$ cat src/rtl/div_unit.sv
// Multi-cycle RV32M divider (DIV/DIVU/REM/REMU): radix-2 restoring, one quotient
// bit per clock, with single-cycle fast paths for divide-by-zero and signed overflow.
module div_unit #(
    parameter int XLEN = 32
) (
    input  logic            CLK,
    input  logic            RESETN,
    input  logic            START,
    input  logic            FLUSH,
    input  logic [1:0]      OP,
    input  logic [XLEN-1:0] DATA1,
    input  logic [XLEN-1:0] DATA2,
    output logic            BUSY,
    output logic            DONE,
    output logic [XLEN-1:0] RESULT
);

    localparam int CNT_W = (XLEN > 1) ? $clog2(XLEN) : 1;
    localparam logic [CNT_W-1:0] LAST_ITER = CNT_W'(XLEN - 1);
    localparam logic [XLEN-1:0]  MIN_NEG   = {1'b1, {(XLEN-1){1'b0}}};

    typedef enum logic [1:0] {
        IDLE = 2'd0,
        CALC = 2'd1,
        FIX  = 2'd2,
        FIN  = 2'd3
    } state_t;

    state_t            state_reg, state_next;
    logic              rem_sel_reg, rem_sel_next;
    logic              neg_q_reg, neg_q_next;
    logic              neg_r_reg, neg_r_next;
    logic [XLEN-1:0]   dvd_reg, dvd_next;
    logic [XLEN-1:0]   dvs_reg, dvs_next;
    logic [XLEN-1:0]   rem_reg, rem_next;
    logic [CNT_W-1:0]  cnt_reg, cnt_next;
    logic [XLEN-1:0]   result_reg, result_next;
    logic              busy_reg, busy_next;
    logic              done_reg, done_next;

    logic              signed_op;
    logic              div_zero;
    logic              overflow;
    logic              accept;
    logic [XLEN:0]     rem_wide;
    logic [XLEN:0]     rem_sub;
    logic              rem_ge;
    logic [XLEN-1:0]   quot_fixed;
    logic [XLEN-1:0]   rem_fixed;

    always_comb begin
        signed_op = ~OP[0];
        div_zero  = (DATA2 == '0);
        overflow  = signed_op && (DATA1 == MIN_NEG) && (DATA2 == '1);
        accept    = START && !FLUSH && ((state_reg == IDLE) || (state_reg == FIN));

        // The shifted partial remainder can need XLEN+1 bits when the divisor
        // magnitude has its MSB set, so compare and subtract one bit wider.
        rem_wide  = {rem_reg, dvd_reg[XLEN-1]};
        rem_ge    = (rem_wide >= {1'b0, dvs_reg});
        rem_sub   = rem_wide - {1'b0, dvs_reg};

        quot_fixed = neg_q_reg ? (~dvd_reg + 1'b1) : dvd_reg;
        rem_fixed  = neg_r_reg ? (~rem_reg + 1'b1) : rem_reg;
    end

    always_comb begin
        state_next   = state_reg;
        rem_sel_next = rem_sel_reg;
        neg_q_next   = neg_q_reg;
        neg_r_next   = neg_r_reg;
        dvd_next     = dvd_reg;
        dvs_next     = dvs_reg;
        rem_next     = rem_reg;
        cnt_next     = cnt_reg;
        result_next  = result_reg;

        case (state_reg)
            IDLE, FIN: begin
                state_next = IDLE;
                if (accept) begin
                    if (div_zero) begin
                        result_next = OP[1] ? DATA1 : '1;
                        state_next  = FIN;
                    end else if (overflow) begin
                        result_next = OP[1] ? '0 : MIN_NEG;
                        state_next  = FIN;
                    end else begin
                        rem_sel_next = OP[1];
                        neg_q_next   = signed_op && (DATA1[XLEN-1] ^ DATA2[XLEN-1]);
                        neg_r_next   = signed_op && DATA1[XLEN-1];
                        dvd_next     = (signed_op && DATA1[XLEN-1]) ? (~DATA1 + 1'b1) : DATA1;
                        dvs_next     = (signed_op && DATA2[XLEN-1]) ? (~DATA2 + 1'b1) : DATA2;
                        rem_next     = '0;
                        cnt_next     = '0;
                        state_next   = CALC;
                    end
                end
            end
            CALC: begin
                if (FLUSH) begin
                    state_next = IDLE;
                end else begin
                    // Quotient bits shift into the vacated LSBs of the dividend.
                    dvd_next = {dvd_reg[XLEN-2:0], rem_ge};
                    rem_next = rem_ge ? rem_sub[XLEN-1:0] : rem_wide[XLEN-1:0];
                    cnt_next = cnt_reg + 1'b1;
                    if (cnt_reg == LAST_ITER) begin
                        state_next = FIX;
                    end
                end
            end
            FIX: begin
                if (FLUSH) begin
                    state_next = IDLE;
                end else begin
                    result_next = rem_sel_reg ? rem_fixed : quot_fixed;
                    state_next  = FIN;
                end
            end
            default: state_next = IDLE;
        endcase

        busy_next = (state_next == CALC) || (state_next == FIX);
        done_next = (state_next == FIN);
    end

    always_ff @(posedge CLK) begin
        if (!RESETN) begin
            state_reg   <= IDLE;
            rem_sel_reg <= 1'b0;
            neg_q_reg   <= 1'b0;
            neg_r_reg   <= 1'b0;
            dvd_reg     <= '0;
            dvs_reg     <= '0;
            rem_reg     <= '0;
            cnt_reg     <= '0;
            result_reg  <= '0;
            busy_reg    <= 1'b0;
            done_reg    <= 1'b0;
        end else begin
            state_reg   <= state_next;
            rem_sel_reg <= rem_sel_next;
            neg_q_reg   <= neg_q_next;
            neg_r_reg   <= neg_r_next;
            dvd_reg     <= dvd_next;
            dvs_reg     <= dvs_next;
            rem_reg     <= rem_next;
            cnt_reg     <= cnt_next;
            result_reg  <= result_next;
            busy_reg    <= busy_next;
            done_reg    <= done_next;
        end
    end

    assign BUSY   = busy_reg;
    assign DONE   = done_reg;
    assign RESULT = result_reg;

endmodule

$ cat config.mk
export PLATFORM = sky130hd
export DESIGN_NAME = div_unit
export DESIGN_NICKNAME = d
export VERILOG_FILES = /design/src/rtl/div_unit.sv
export SDC_FILE = /design/constraint.sdc
export NUM_CORES = 1
export LEC_CHECK = 0
export CAP_MARGIN = 30
export CORE_MARGIN = 2
export CORE_UTILIZATION = 50
export CTS_CLUSTER_SIZE = 25
export DETAILED_ROUTE_END_ITERATION = 12
export GPL_ROUTABILITY_DRIVEN = 0
export HOLD_SLACK_MARGIN = 0.1
export MAX_ROUTING_LAYER = met4
export PLACE_DENSITY = 0.74
export RECOVER_POWER = 50
export SYNTH_ARGS = -nofsm -noshare
export SYNTH_HDL_FRONTEND = slang
export SYNTH_SLANG_ARGS = --single-unit
$ cat constraint.sdc
create_clock -name CLK -period 3.43 [get_ports CLK]
set_input_delay 0.686 -clock CLK [delete_from_list [all_inputs] [get_ports CLK]]
set_output_delay 0.686 -clock CLK [all_outputs]
set_load 0.01 [all_outputs]
; ---- Word-level counts from Yosys, hierarchy flattened
; Cells that the tools add are included.
[word_totals]
regBits = 140
latchBits = 0
ram_bits = 0
rom_bits = 0
input_bits = 70
output_inout_bits = 34
wordCells = 94
n_memories = 0
[op_classes]
n_addsub = 6
multipliers = 0
n_div = 0
order_cmp = 1
eq_ne = 15
shifts = 0
muxes = 35
bitwise = 8
n_reduce_logical = 18
[ops]
columns = operator, count
row1 = $mux 32, 20
row2 = $pmux 32 s2, 3
row3 = $add 32x1->32 const B, 4
row4 = $not 32->32, 4
row5 = $eq 32x32->1 const B, 2
row6 = $ge 33x32->1, 1
row7 = $logic_not 32->1, 1
row8 = $sub 32x32->32, 1
row9 = $mux 5, 4
row10 = $mux 2, 6
row11 = $ne 2x2->1 const B, 5
row12 = $pmux 5 s2, 1
row13 = $eq 2x2->1 const B, 4
row14 = $reduce_and 4->1, 2
row15 = $logic_and 1x1->1, 7
row16 = $pmux 2 s3, 1
row17 = $add 5x1->5 const B, 1
row18 = $eq 5x5->1 const B, 1
row19 = $reduce_and 5->1, 1
row20 = $eq 2x1->1 const B, 2
row21 = $reduce_bool 2->1, 2
row22 = $ne 3x3->1 const B, 1
row23 = $not 1->1, 3
row24 = $logic_not 2->1, 1
row25 = other kinds (4), 5

; ---- Longest topological paths before layout
; Gate-level depths: netlist of the first run.
[logic_depth]
ltp_word = 9
depth_mapped = 14

; ---- Worst setup path after synthesis of the first run
; No wires, ideal clock.
[synth_path]
kind = input to register
from = input DATA1[20]
to = register dvd_reg[23]
t_arrival_ps = 3145
path_slack_ps = 157
cell_stages = 10
cell_sequence = or4_4 > nor4_2 > or4b_4 > o31ai_4 > nor3_1 > nor2_2 > buf_4 > buf_6 > mux2i_1 > nor2_1
[synth_via]
elab_chain_len = 7
elab_cells_between_ends = 12
[synth_rtl]
columns = element, line_no
row1 = "start, declared", 11  ; input logic [XLEN-1:0] DATA1,
row2 = $not 32->32, 92  ; dvd_next = (signed_op && DATA1[XLEN-1]) ? (~DATA1 + 1'b1) : DATA1;
row3 = $add 32x1->32, 92
row4 = $mux 32, 92
row5 = $mux 32, 85  ; end else if (overflow) begin
row6 = $mux 32, 82  ; if (div_zero) begin
row7 = $mux 32, 81  ; if (accept) begin
row8 = $pmux 32 s2, 78  ; case (state_reg)
row9 = "end signal, assigned", 146  ; dvd_reg <= dvd_next;
row10 = "end, declared", 33  ; logic [XLEN-1:0] dvd_reg, dvd_next;
; Several ways; a longest one is shown, not always the timed one. The select of a mux whose other input is x is not followed.
; A chain may end at the register's enable or synchronous reset.

; ---- Final worst setup path of the first run
[layout_path]
from = input DATA2[9]
to = register dvd_reg[20]
[layout_via]
elab_chain_len = 4
elab_cells_between_ends = 6
[layout_rtl]
columns = element, line_no
row1 = "start, declared", 12  ; input logic [XLEN-1:0] DATA2,
row2 = $eq 32x32->1, 54  ; overflow = signed_op && (DATA1 == MIN_NEG) && (DATA2 == '1);
row3 = $logic_and 1x1->1, 54
row4 = $ne 2x2->1 (no source line), n/a
row5 = $reduce_and 5->1 (no source line) *, n/a
; Every way passes the cells marked *; elsewhere a longest branch is shown, timed or not.

==> flow_summary.toml, run 1 <==
[drt]
ant_nets = 0
post_drt_wl_per_cell_um = 17.3
finalWirelength_um = 31800
dr.first_iter.drc_count = 1110
firstDrtPassIters = 6
vias_per_cell = 5.93
drc = 0
vias = 10935

[synth]
synth_flop_cell = "dfxtp_1"
synth_area_sq_um = 10500
synth_common_cells = "o21ai_0 (144), dfxtp_1 (140), nand2_1 (136)"
synth_area_leaders = "dfxtp_1 (27%), o21ai_0 (6.8%), xor2_1 (6.2%), xnor2_1 (5.7%), ha_1 (5.0%)"
synthCells = 1398
ys_warn_count = 0
synth-async-reset-ratio_pct = 0
ys_seq_area_share_pct = 26.6
synth_fp_nets = 1511
synth-edff-count = 0
synth.distinct_cells = 62
yosys.area.top_type = "dfxtp_1"
syn-mean-instance-area_sq_um = 7.55
synth.most_common_cell = "o21ai_0"
synth-seq-cells = 140
synth_top_cell_area_share_pct = 26.6

[sta]
fin_crit_sh_pct = 95.6
finalHoldViolCount = 0
fin_worst_skew_ps = 7.66
worstMarginPinSlew_ps = 1050
slew_headroom_pct = 29.7
setup_violations = 0
rsz0062_at_grt = "false"
fin_setup_tns_ps = 0
report.final.slew_viol_count = 0
period_needed_ps = 3280
fmax_mhz = 305

[finish]
area_growth_pct = 26.0
n_antenna_cell = 0
fin_nets = 1669
drive_above_1_share_pct = 11.5
nFillCells = 1824
final_core_util_pct = 63.6

[cts]
cts_buffer_depth = 2
clk_pin_slew_ps = 60
cts_num_sinks = 140
htreeDepth = 4
cts_tree = "yes"
clockRootBuffer = "clkbuf_16"
cts_buffers = 17
cts_hold_buf = 0
worstSkewPairLatency_ps = 420

[power]
ir_worst_vdd_v = 0.000275
p_per_area_nw_per_um2 = 345
p_total_uw = 4580
leakagePower_uw = 0.00541

[hold_path]
hold_path_depth = 1
worstHoldEndpoint = "RESULT[29]"
hold_start = "RESULT[29]"
min_path_type = "flop to flop"

[die]
core_area_sq_um = 20900
die_h_um = 149
std_cell_rows = 53
die_width_um = 149
start_util_pct = 50.5
io_pins = 104
die-area_sq_um = 22300

[worst_setup_path]
r2r_cells = 13
crit_required_ps = 3720
worstSetupPathType = "primary input to flop"
r2r_end = "rem_reg[30]"
cp.arrival_ps = 3570
cp-start-kind = "primary input"
reg2reg_slack_ps = 310
r2r-start = "dvd_reg[31]"
crit_path_end_kind = "flop"
cp_max_fo = 8

[global_route]
overflow = 0
grt_start_max_net_pins = 62
first_global_vias = 10027
grt_pass1_wl_um = 51200
grt_use_total_pct = 29.4
antenna_found_initial = 0

[run]
drv_cap = 0

[placement]
io_buffers = 103
dpl.hpwl_um = 24000

[run_status]
run_status = "complete, no violations"
## routing by layer
metal	wire length, um	global-route usage [%]	vias to the layer above
met4	1140	12.0	0
met3	2370	4.34	82
met1	14000	38.6	5024
met2	14300	45.7	464
li1	-	-	5365
met5	0	-	-
## timing repair
| item | 4_1_cts | 5_1_grt |
|---|---|---|
| pin swaps | 0 | 6 |
| cloned | 0 | 1 |
| hold endpoints to repair | 0 | 0 |
| buffers inserted | 0 | 2 |
| gates resized for setup | 1 | 14 |
| setup endpoints to repair | 3 | 106 |
## worst max-delay path, stage by stage
cell and delay, ps:
clkdlybuf4s50_1 420, or4_1 630, nor4_2 320, buf_4 160
nand4_1 120, buf_4 210, o31ai_4 60, buf_4 160
nor3_2 60, nor2_4 200, buf_12 170, buf_12 120
mux2i_1 200, nor2_1 60
## through the flow
stage	std cells	hold WS [ps]	instance area (sq um)	setup WS (ps)
6_report	1844	490	13300	151
5_1_grt	1844	509	13300	4.45
4_1_cts	1840	494	13200	23.4
3_5_place_dp	1808	463	12600	-463
3_3_place_gp	1808	470	12600	-375
2_1_floorplan	1398	465	10500	157
## cells by family after synthesis
group / Yosys count / synth area share, %
compound gates: 444 / 26.8
simple gates: 441 / 20.4
buf+inv: 150 / 5.78
xor+xnor: 144 / 12.0
flops: 140 / 26.6
fa+ha+maj: 43 / 5.17
mux: 36 / 3.42
## layout by cell type (no fill, tap or decap), types with 25 or more instances in the layout
cell,count
a21oi_1,95
dlygate4sd3_1,34
mux2i_1,36
nor2_1,116
o21ai_0,143
o31ai_1,30
clkdlybuf4s50_1,66
nand2_1,136
xor2_1,75
dfxtp_1,140
a211oi_1,32
xnor2_1,69
and2_1,25
inv_1,57
ha_1,41
buf_4,114
## final cells by class
cell class	count	area, sq um	share of cell area [%]
multi-input cells	1108	7190	54.1
clock inverters	13	141	1.06
repair buffers	231	2160	16.3
flip-flops and latches	140	2800	21.1
clock buffers	19	433	3.26
well taps	275	344	2.59
inverters	58	218	1.64
## worst max path at each step
| stage | from | to | slack (ps) | cells past startpoint |
|---|---|---|---|---|
| 3_5_place_dp | DATA1[20] | RESULT[1] | -460 | 11 |
| 2_1_floorplan | DATA1[20] | dvd_reg[23] | 160 | 10 |
| 4_1_cts | DATA1[20] | dvd_reg[8] | 20 | 11 |
| 6_report | DATA2[9] | dvd_reg[20] | 150 | 14 |
| 3_3_place_gp | DATA1[20] | RESULT[9] | -370 | 11 |
| 5_1_grt | DATA1[4] | dvd_reg[3] | 4 | 12 |
## power by group
group          internal [uW]  switching, uW
sequential              1680           55.3
clock                   1070            751
combinational            455            567
(Power assumes the default switching activity.)
==> run 2, diff against run 1 <==
--- a/config.mk
+++ b/config.mk
@@ -13,7 +13,7 @@
 export GPL_ROUTABILITY_DRIVEN = 0
 export HOLD_SLACK_MARGIN = 0.1
 export MAX_ROUTING_LAYER = met4
-export PLACE_DENSITY = 0.74
+export PLACE_DENSITY = 0.71
 export RECOVER_POWER = 50
 export SYNTH_ARGS = -nofsm -noshare
 export SYNTH_HDL_FRONTEND = slang
==> constraint.sdc (replaced) <==
create_clock -name CLK -period 3.6 [get_ports CLK]
set_input_delay 0.72 -clock CLK [delete_from_list [all_inputs] [get_ports CLK]]
set_output_delay 0.72 -clock CLK [all_outputs]
set_load 0.01 [all_outputs]
==> run 2 against run 1 <==
  * Critical path depth down 2
  * Cell count is 1.2% lower
  * Worst hold slack got worse by 7.5 ps
  * Global-route usage is 0.098 points higher
  * Critical endpoint is now rem_reg[26]
  * Final area fell by 1.9%
  * Wire length up 0.85%
  * Sequential power down 5%
  * Die area unchanged
  * Utilization is 1.2 points lower
  * Non-clock buffer count is 22 lower
  * Total power decreased by 3.6%
==> flow_summary.toml, run 2 (synthesis results as in run 1) <==
[cts]
clk_pin_slew_ps = 70
cts_num_sinks = 140
worstSkewPairLatency_ps = 440
clockRootBuffer = "clkbuf_16"
htreeDepth = 4
cts_tree = "yes"
cts_buffer_depth = 2
cts_buffers = 17

[finish]
multiInputGateArea_sq_um = 7160
final_common_cell = "o21ai_0"
n_antenna_cell = 0
area_growth_pct = 23.6
regArea_sq_um = 2800
instances_no_fill = 1821
drive_above_1_share_pct = 9.96
final_core_util_pct = 62.4
fin_nets = 1647
final_cell_mix = "o21ai_0 (144), dfxtp_1 (140), nand2_1 (136)"
nFillCells = 1879

[global_route]
grt_use_met1_pct = 40.6
grt_use_total_pct = 29.5
first_global_vias = 9763
antenna_found_initial = 0
grt_start_max_net_pins = 59
overflow = 0
grt_pass1_wl_um = 51000
grt-busiest-layer = "met2"
grtUsageMet2_pct = 44.3
grt_use_met3_pct = 4.10

[run_status]
run_status = "complete, no violations"

[die]
die_h_um = 149
io_pins = 104
std_cell_rows = 53
core_area_sq_um = 20900
start_util_pct = 50.5
die_width_um = 149
die-area_sq_um = 22300

[sta]
finalHoldViolCount = 0
fin_worst_skew_ps = 14.4
report.final.slew_viol_count = 0
fin_crit_sh_pct = 96.8
period_needed_ps = 3490
fmax_mhz = 287
slew_headroom_pct = 38.5
setup_violations = 0
worstMarginPinSlew_ps = 922

[drt]
vias = 10794
post_drt_wl_per_cell_um = 17.6
ant_nets = 0
firstDrtPassIters = 6
finalWirelength_um = 32100
vias_per_cell = 5.93
drc = 0
dr.first_iter.drc_count = 991

[power]
p_per_area_nw_per_um2 = 339
ir_worst_vdd_v = 0.000320
p_seq_share_pct = 37.4
p_clk_share_pct = 41.2
leakagePower_uw = 0.00526
switching_share_pct = 29.8
power_frac_comb_pct = 21.4
p_sw_uw = 1310
internal-power_uw = 3100

[placement]
dp.cells = 1790
io_buffers = 103
dpl.hpwl_um = 24300

[worst_setup_path]
cp_max_fo = 5
path_cells = "clkdlybuf4s50_1 -> or4_4 -> nor4_4 -> or4b_4 -> o31ai_4 -> buf_4 -> o21ai_0 -> nand3_1 -> buf_4 -> nor3_1 -> a21oi_1 -> o21ai_0"
cp.arrival_ps = 3800
critPathMaxStageDelay_ps = 590
crit_required_ps = 3920
slowest_stage = "or4_4"
worstSetupPathType = "primary input to flop"
cp-start-kind = "primary input"
crit_path_end_kind = "flop"

[hold_path]
min_path_type = "flop to flop"

[run]
drv_cap = 0
==> run 2: worst paths after layout <==
kind | cells past startpoint | startpoint | end | slack, ps
worst min register to register | 1 | RESULT[28] | RESULT[28] | 480
worst max register to register | 11 | dvs_reg[3] | rem_reg[5] | 480
worst min-delay path | 1 | RESULT[28] | RESULT[28] | 480
worst max-delay path | 12 | DATA1[20] | rem_reg[26] | 110
==> run 2: metal layers <==
layer	up-vias	routed length, um
met2	403	14300
met4	0	949
met5	-	0
met1	5012	14600
met3	71	2240
li1	5308	-
==> run 2: power groups by stage <==
| stage | registers, uW | clock network, uW | logic (uW) |
|---|---|---|---|
| after floorplan | 1670 | 0 | 599 |
| after global placement | 1680 | 0 | 911 |
| after detailed placement | 1690 | 0 | 925 |
| after CTS | 1650 | 1830 | 931 |
| after global routing | 1660 | 1890 | 1040 |
| final | 1650 | 1820 | 943 |
==> run 2: stage by stage <==
step | hold slack [ps] | setup TNS (ps) | area [sq um] | setup WS (ps) | total power, uW
5_1_grt | 506 | -10.6 | 13000 | -10.6 | 4580
4_1_cts | 490 | 0 | 13000 | 128 | 4410
6_report | 482 | 0 | 13000 | 114 | 4420
2_1_floorplan | 465 | 0 | 10500 | 293 | 2260
3_3_place_gp | 472 | -14450 | 12400 | -199 | 2600
3_5_place_dp | 472 | -27310 | 12400 | -311 | 2610
==> run 2: critical path: cells and delay by family <==
kind,cells,cell delay (ps)
buffers and inverters,3,770
AND/OR/NAND/NOR,5,1700
AO/OA/AOI/OAI,4,610
==> run 2: cell type report <==
type | count | share of cell area, %
multi-input combinational | 1108 | 54.9
sequential | 140 | 21.5
timing repair buffer | 209 | 14.7
clock buffer | 17 | 3.26
tap | 275 | 2.64
inverter | 58 | 1.67
clock inverter | 14 | 1.30
==> run 2: repair_timing <==
action / in CTS / in global routing
buffers inserted: 0 / 0
hold buffers: 0 / 0
endpoints found under the setup margin: 0 / 7
resized for setup: 0 / 2
